File: config.mk
export PLATFORM = sky130hd
export DESIGN_NAME = nn_weight_sng
export DESIGN_NICKNAME = d
export VERILOG_FILES = /design/src/rtl/nn_weight_sng.sv
export SDC_FILE = /design/constraint.sdc
export NUM_CORES = 1
export LEC_CHECK = 0
export CORE_UTILIZATION = 36
export CTS_CLUSTER_SIZE = 40
export DETAILED_ROUTE_END_ITERATION = 10
export PLACE_DENSITY = 0.56
export RECOVER_POWER = 100
export SLEW_MARGIN = 20
export SYNTH_ARGS = -nofsm -noshare
export SYNTH_HDL_FRONTEND = slang
export SYNTH_SLANG_ARGS = --single-unit
File: constraint.sdc
create_clock -name CLK -period 1.7 [get_ports CLK]
set_clock_uncertainty 0.05 [all_clocks]
set_input_delay 0.34 -clock CLK [delete_from_list [all_inputs] [get_ports CLK]]
set_output_delay 0.34 -clock CLK [all_outputs]
set_load 0.05 [all_outputs]
File: src/rtl/nn_weight_sng.sv
// Stochastic number generator bank: N signed weights plus one signed bias are
// turned into unipolar bitstreams (with sign lines) over exact 2^BW-1 windows.
module nn_weight_sng #(
  parameter int unsigned N  = 4,
  parameter int unsigned BW = 8
) (
  input  logic            CLK,
  input  logic            INIT,
  input  logic            LOAD,
  input  logic [N*BW-1:0] W_MAG,
  input  logic [N-1:0]    W_SIGN,
  input  logic [BW-1:0]   B_MAG,
  input  logic            B_SIGN,
  input  logic            START,
  input  logic            CONT,
  output logic [N-1:0]    alpha,
  output logic [N-1:0]    SIGN_alpha,
  output logic            beta,
  output logic            SIGN_beta,
  output logic            FRAME,
  output logic            DONE,
  output logic            BUSY
);

  // Lane N is the bias lane; lanes 0..N-1 are the weights.
  localparam int unsigned LANES = N + 1;

  // Last WCNT value of a window (window length is 2^BW-1 cycles).
  localparam logic [BW-1:0] WCNT_LAST = BW'((1 << BW) - 2);

  // Right-shift Galois feedback masks for the maximal-length polynomials.
  localparam logic [BW-1:0] TAPS = (BW == 4) ? BW'(4'hC)  :
                                   (BW == 6) ? BW'(6'h30) :
                                               BW'(8'hB8);

  typedef enum logic {
    ST_IDLE = 1'b0,
    ST_RUN  = 1'b1
  } state_t;

  state_t          state;
  state_t          state_next;
  logic [BW-1:0]   wcnt;
  logic            pend;
  logic [BW-1:0]   lfsr     [LANES];
  logic [BW-1:0]   sh_mag   [LANES];
  logic [LANES-1:0] sh_sign;
  logic [BW-1:0]   act_mag  [LANES];
  logic [LANES-1:0] act_sign;
  logic [BW-1:0]   in_mag   [LANES];
  logic [LANES-1:0] in_sign;

  logic            start_win;
  logic            last_cyc;
  logic            do_copy;
  logic            do_bypass;

  // Per-lane seed: 2k+1 truncated to BW bits, never zero.
  function automatic logic [BW-1:0] seed_of(input int unsigned k);
    logic [BW-1:0] s;
    s = BW'(2 * k + 1);
    if (s == '0) begin
      s = BW'(1);
    end
    return s;
  endfunction

  // One Galois step; a nonzero state never maps to zero.
  function automatic logic [BW-1:0] lfsr_step(input logic [BW-1:0] v);
    logic [BW-1:0] n;
    n = v >> 1;
    if (v[0]) begin
      n = n ^ TAPS;
    end
    return n;
  endfunction

  // Unpack the load bus into per-lane magnitudes and signs.
  always_comb begin
    for (int k = 0; k < int'(N); k++) begin
      in_mag[k] = W_MAG[k*BW +: BW];
    end
    in_mag[N] = B_MAG;
    in_sign   = {B_SIGN, W_SIGN};
  end

  // State register.
  always_ff @(posedge CLK or negedge INIT) begin
    if (!INIT) begin
      state <= ST_IDLE;
    end else begin
      state <= state_next;
    end
  end

  // Next-state and window control decode.
  always_comb begin
    state_next = state;
    start_win  = 1'b0;
    last_cyc   = 1'b0;
    case (state)
      ST_IDLE: begin
        if (START) begin
          state_next = ST_RUN;
          start_win  = 1'b1;
        end
      end
      ST_RUN: begin
        if (wcnt == WCNT_LAST) begin
          last_cyc = 1'b1;
          if (!CONT) begin
            state_next = ST_IDLE;
          end
        end
      end
      default: begin
        state_next = ST_IDLE;
      end
    endcase
    // Shadow-to-active copy only at window boundaries or while idle.
    do_copy   = pend && ((state == ST_IDLE) || last_cyc);
    // LOAD together with START: the new window takes the freshly loaded values.
    do_bypass = start_win && LOAD;
  end

  // Window counter: cleared on window start and at each window boundary.
  always_ff @(posedge CLK or negedge INIT) begin
    if (!INIT) begin
      wcnt <= '0;
    end else if (start_win) begin
      wcnt <= '0;
    end else if (state == ST_RUN) begin
      if (last_cyc) begin
        wcnt <= '0;
      end else begin
        wcnt <= wcnt + BW'(1);
      end
    end
  end

  // LFSR bank: reseeded on START, free-running in RUN; a full period equals one window.
  always_ff @(posedge CLK or negedge INIT) begin
    if (!INIT) begin
      for (int k = 0; k < int'(LANES); k++) begin
        lfsr[k] <= seed_of(k);
      end
    end else if (start_win) begin
      for (int k = 0; k < int'(LANES); k++) begin
        lfsr[k] <= seed_of(k);
      end
    end else if (state == ST_RUN) begin
      for (int k = 0; k < int'(LANES); k++) begin
        lfsr[k] <= lfsr_step(lfsr[k]);
      end
    end
  end

  // Pending flag: a LOAD wins over a same-edge copy so the newest values stay queued.
  always_ff @(posedge CLK or negedge INIT) begin
    if (!INIT) begin
      pend <= 1'b0;
    end else if (do_bypass) begin
      pend <= 1'b0;
    end else if (LOAD) begin
      pend <= 1'b1;
    end else if (do_copy) begin
      pend <= 1'b0;
    end
  end

  // Shadow register set, written by LOAD at any time.
  always_ff @(posedge CLK or negedge INIT) begin
    if (!INIT) begin
      for (int k = 0; k < int'(LANES); k++) begin
        sh_mag[k] <= '0;
      end
      sh_sign <= '0;
    end else if (LOAD) begin
      for (int k = 0; k < int'(LANES); k++) begin
        sh_mag[k] <= in_mag[k];
      end
      sh_sign <= in_sign;
    end
  end

  // Active register set; only updated between windows.
  always_ff @(posedge CLK or negedge INIT) begin
    if (!INIT) begin
      for (int k = 0; k < int'(LANES); k++) begin
        act_mag[k] <= '0;
      end
      act_sign <= '0;
    end else if (do_bypass) begin
      for (int k = 0; k < int'(LANES); k++) begin
        act_mag[k] <= in_mag[k];
      end
      act_sign <= in_sign;
    end else if (do_copy) begin
      for (int k = 0; k < int'(LANES); k++) begin
        act_mag[k] <= sh_mag[k];
      end
      act_sign <= sh_sign;
    end
  end

  // Output decode, from flops only.
  always_comb begin
    FRAME = (state == ST_RUN);
    BUSY  = (state == ST_RUN);
    DONE  = (state == ST_RUN) && (wcnt == WCNT_LAST);
    for (int k = 0; k < int'(N); k++) begin
      alpha[k] = FRAME && (lfsr[k] <= act_mag[k]);
    end
    beta       = FRAME && (lfsr[N] <= act_mag[N]);
    SIGN_alpha = act_sign[N-1:0];
    SIGN_beta  = act_sign[N];
  end

endmodule

==> results_dict.tcl, run 1 <==
set metrics [dict create \
    wire_per_inst_um 16.26 \
    routed_wl_um 16650 \
    grt_max_degree 41 \
    min_period_ns 2.350 \
    layout-area-overhead-vs-synth_pct 41.49 \
    critPathTopFamily "flip-flops" \
    criticalPathCategory "flop to primary output" \
    synth.ff_latch_count 140 \
    coreArea_mm2 0.01877 \
    gp_congestion 0.8072 \
    dr.pass1.iters 4 \
    path_buf_inv 1 \
    slew-limit-headroom 0.2317 \
    yosys_warnings 0 \
    grt_overflow 0 \
    fp-row-count 50 \
    cts_tree "built" \
    via_per_inst 5.103 \
    yosysUniqueCellTypes 36 \
    io_pins 63 \
    worstSkewPairLatency_ns 0.42 \
    clk_pin_slew_worst_paths_ns 0.06 \
    synthMuxAreaShare 0.1396 \
    timing.rr.start "BUSY" \
    start_util 0.3691 \
    clockBufferDepth 2 \
    drc 0 \
    yosysSeqAreaShare 0.5076 \
    root_buffer "clkbuf_16" \
    worstHoldStart "lfsr[16]" \
    vdd_drop_max_mv 1.223 \
    outcome "finished, violations left" \
    layout.nets 869 \
    syn_inst 622 \
    final-hold-violation-count 0 \
    powerDensity_mw_per_mm2 1815 \
    crit_path_start_kind "flop" \
    fmax_ghz 0.4255 \
    grt_pass1_wl_um 25650 \
    required_ns 1.31 \
    place.port_buffers 62 \
    rsz0062_at_grt "true" \
    maxCapViolCount 0 \
    synth_top_family_by_area "multiplexers" \
    dp_hpwl_um 10180 \
    synthAdderAreaFrac 0.07587 \
    cts_sinks 140 \
    cp_max_fo 2 \
    crit_chain "ha_4 > nor2b_4 > o211ai_1 > a21oi_2 > o21ai_4 > buf_12" \
    final_max_slew_viol_count 0 \
    total_power_uw 17790 \
    drive_gt1_frac 0.3468 \
    grt_pass1_vias 5311 \
    worstPathArrival_ns 1.96 \
    antenna_found_initial 0 \
    via_count 5225 \
    slowest_delay_ns 0.56 \
    die_y_um 140.7 \
    leakagePower_uw 0.004638 \
    end_kind "primary output" \
    track_usage 0.1642 \
    postRouteAntennaNets 0 \
    synth_nets 714 \
    final.period_utilization 1.382 \
    antenna_cells 0 \
    slowest_stage "dfstp_2" \
    numCtsBuffers 17 \
    crit_start "lfsr[9]" \
    die_x_um 140.7 \
    violations "setup timing" \
    worstMarginPinSlew_ns 1.152 \
    fill_cells 1620 \
    drtIter0Drc 296 \
    finalSetupViolCount 33 \
    syn_area_mm2 0.006927 \
    setup_ws_ns -0.6501 \
    yosys.area_share.xor_xnor 0.02023 \
    syn_area_per_cell_um2 11.14 \
    synthSimpleGateAreaFrac 0.07514 \
    worstHoldPathType "flop to flop" \
    synth_compound_area_frac 0.1252 \
    final_util 0.5222 \
    h-tree-depth 4 \
    dieArea_mm2 0.01980 \
]
-- through the flow --
stage / instance area, um2 / worst slack, ns / hold slack, ns / std cells / TNS (ns)
after floorplan: 7066 / -0.1973 / -0.005591 / 622 / -0.9224
after global placement: 8516 / -0.1485 / 0.2431 / 962 / -2.660
after detailed placement: 8516 / -0.1919 / 0.2536 / 962 / -4.296
after CTS: 9428 / -0.6265 / 0.3710 / 1007 / -6.380
after global routing: 9801 / -0.7163 / 0.4437 / 1024 / -13.03
final: 9801 / -0.6501 / 0.4259 / 1024 / -5.630
-- timing repair --
action | CTS | global route
endpoints found under the setup margin | 8 | 54
buffers inserted | 10 | 9
resized for setup | 25 | 48
hold buffers | 1 | 0
pin swaps | 10 | 15
hold endpoints to repair | 30 | 0
cloned | 2 | 12
-- logic make-up after synthesis --
kind of cell	after synthesis
compound gates	138
fa+ha+maj	42
flops	140
xor+xnor	16
buf+inv	83
simple gates	112
mux	91
-- cells in the mapped netlist, drive strengths merged --
cell    number  area (um2)
dfrtp      130        3253
a21oi       64       320.3
nor2        58       217.7
mux2i       46       460.4
inv         45       168.9
mux2        45       506.7
ha          42       525.5
a22o        30       262.8
o21ai       25       125.1
buf         22       153.9
clkbuf      16       67.56
xor2        15       131.4
nor2b       13       81.33
nand2       12       45.04
dfstp       10       262.8
nand4       10       62.56
nand3        7       35.03
a211oi       5       37.54
and3         5       31.28
o211ai       5       37.54
o22ai        4       25.02
a31oi        2       12.51
nor3         2       10.01
a211o        1       8.760
and4         1       8.760
nand2b       1       6.260
nand3b       1       7.510
nor4b        1       8.760
o221a        1       11.26
o221ai       1       26.28
or3          1       6.260
xnor2        1       8.760
-- layout make-up --
cell class / instances / area [um2] / area share
tap: 234 / 292.8 / 0.02987
inverter: 45 / 168.9 / 0.01723
clock buffer: 18 / 439.2 / 0.04481
timing repair buffer: 174 / 1807 / 0.1843
sequential: 140 / 3516 / 0.3587
multi-input combinational: 399 / 3386 / 0.3455
clock inverter: 14 / 191.4 / 0.01953
-- worst paths after layout --
kind                                    end  slack [ns]  depth (start not counted)
worst max-delay path               alpha[3]       -0.65                          6
worst min-delay path               lfsr[16]        0.43                          2
worst max register to register      wcnt[4]       -0.20                          7
worst min register to register     lfsr[16]        0.43                          2
max in group asynchronous          lfsr[24]        0.05                          3
min in group asynchronous       act_mag[27]        0.64                          2
-- worst register-to-register path, cell delays in order, from the launching register on --
cell and delay (ns):
dfrtp_1 0.42, clkbuf_1 0.37, clkbuf_2 0.29, buf_12 0.14
buf_4 0.13, o21ai_2 0.07, o221a_2 0.24, a21oi_1 0.11
-- power by group --
group          total [uW]  internal, uW  switching (uW)
sequential           5540          4690             852
combinational        8300          4270            4030
clock                3950          2490            1460
-- registers in the layout (all words and copies together) (netlist names) --
signal,cells
act_mag,40
pend,1
BUSY,1
sh_sign,5
wcnt,8
lfsr,40
sh_mag,40
act_sign,5
-- layer usage --
metal	global-route usage	up-vias	share of wire
li1	-	2498	-
met1	0.2063	2619	0.44
met2	0.2744	97	0.51
met3	0.03974	11	0.035
met4	0.06007	0	0.011
met5	0	-	0
-- cell usage in the layout (no fill, tap or decap), types with 6 or more instances in the layout --
cell and count:
a21oi_1 47, a21oi_2 17, a22o_1 30, buf_12 19, buf_4 75, buf_6 6
clkbuf_16 24, clkbuf_2 10, clkdlybuf4s50_1 47, dfrtp_1 130, dfstp_2 10, ha_1 35
ha_4 7, inv_1 38, inv_2 7, mux2_2 45, mux2i_1 45, nand2_1 11
nand4_1 10, nor2_1 47, nor2_2 10, nor2b_1 10, o21ai_0 18, xor2_1 15
No activity file was read; power rests on OpenSTA's default activity.
==> run 2, diff against run 1 <==
--- a/config.mk
+++ b/config.mk
@@ -8,6 +8,7 @@
 export CORE_UTILIZATION = 36
 export CTS_CLUSTER_SIZE = 40
 export DETAILED_ROUTE_END_ITERATION = 10
+export GPL_TIMING_DRIVEN = 1
 export PLACE_DENSITY = 0.56
 export RECOVER_POWER = 100
 export SLEW_MARGIN = 20
==> results of run 2 <==
The final DEF is identical to that of run 1; final timing and power are the same.
==> run 3, diff against run 2 <==
--- a/config.mk
+++ b/config.mk
@@ -5,6 +5,7 @@
 export SDC_FILE = /design/constraint.sdc
 export NUM_CORES = 1
 export LEC_CHECK = 0
+export CAP_MARGIN = 10
 export CORE_UTILIZATION = 36
 export CTS_CLUSTER_SIZE = 40
 export DETAILED_ROUTE_END_ITERATION = 10
==> results of run 3 <==
The final DEF is identical to that of run 1; final timing and power are the same.
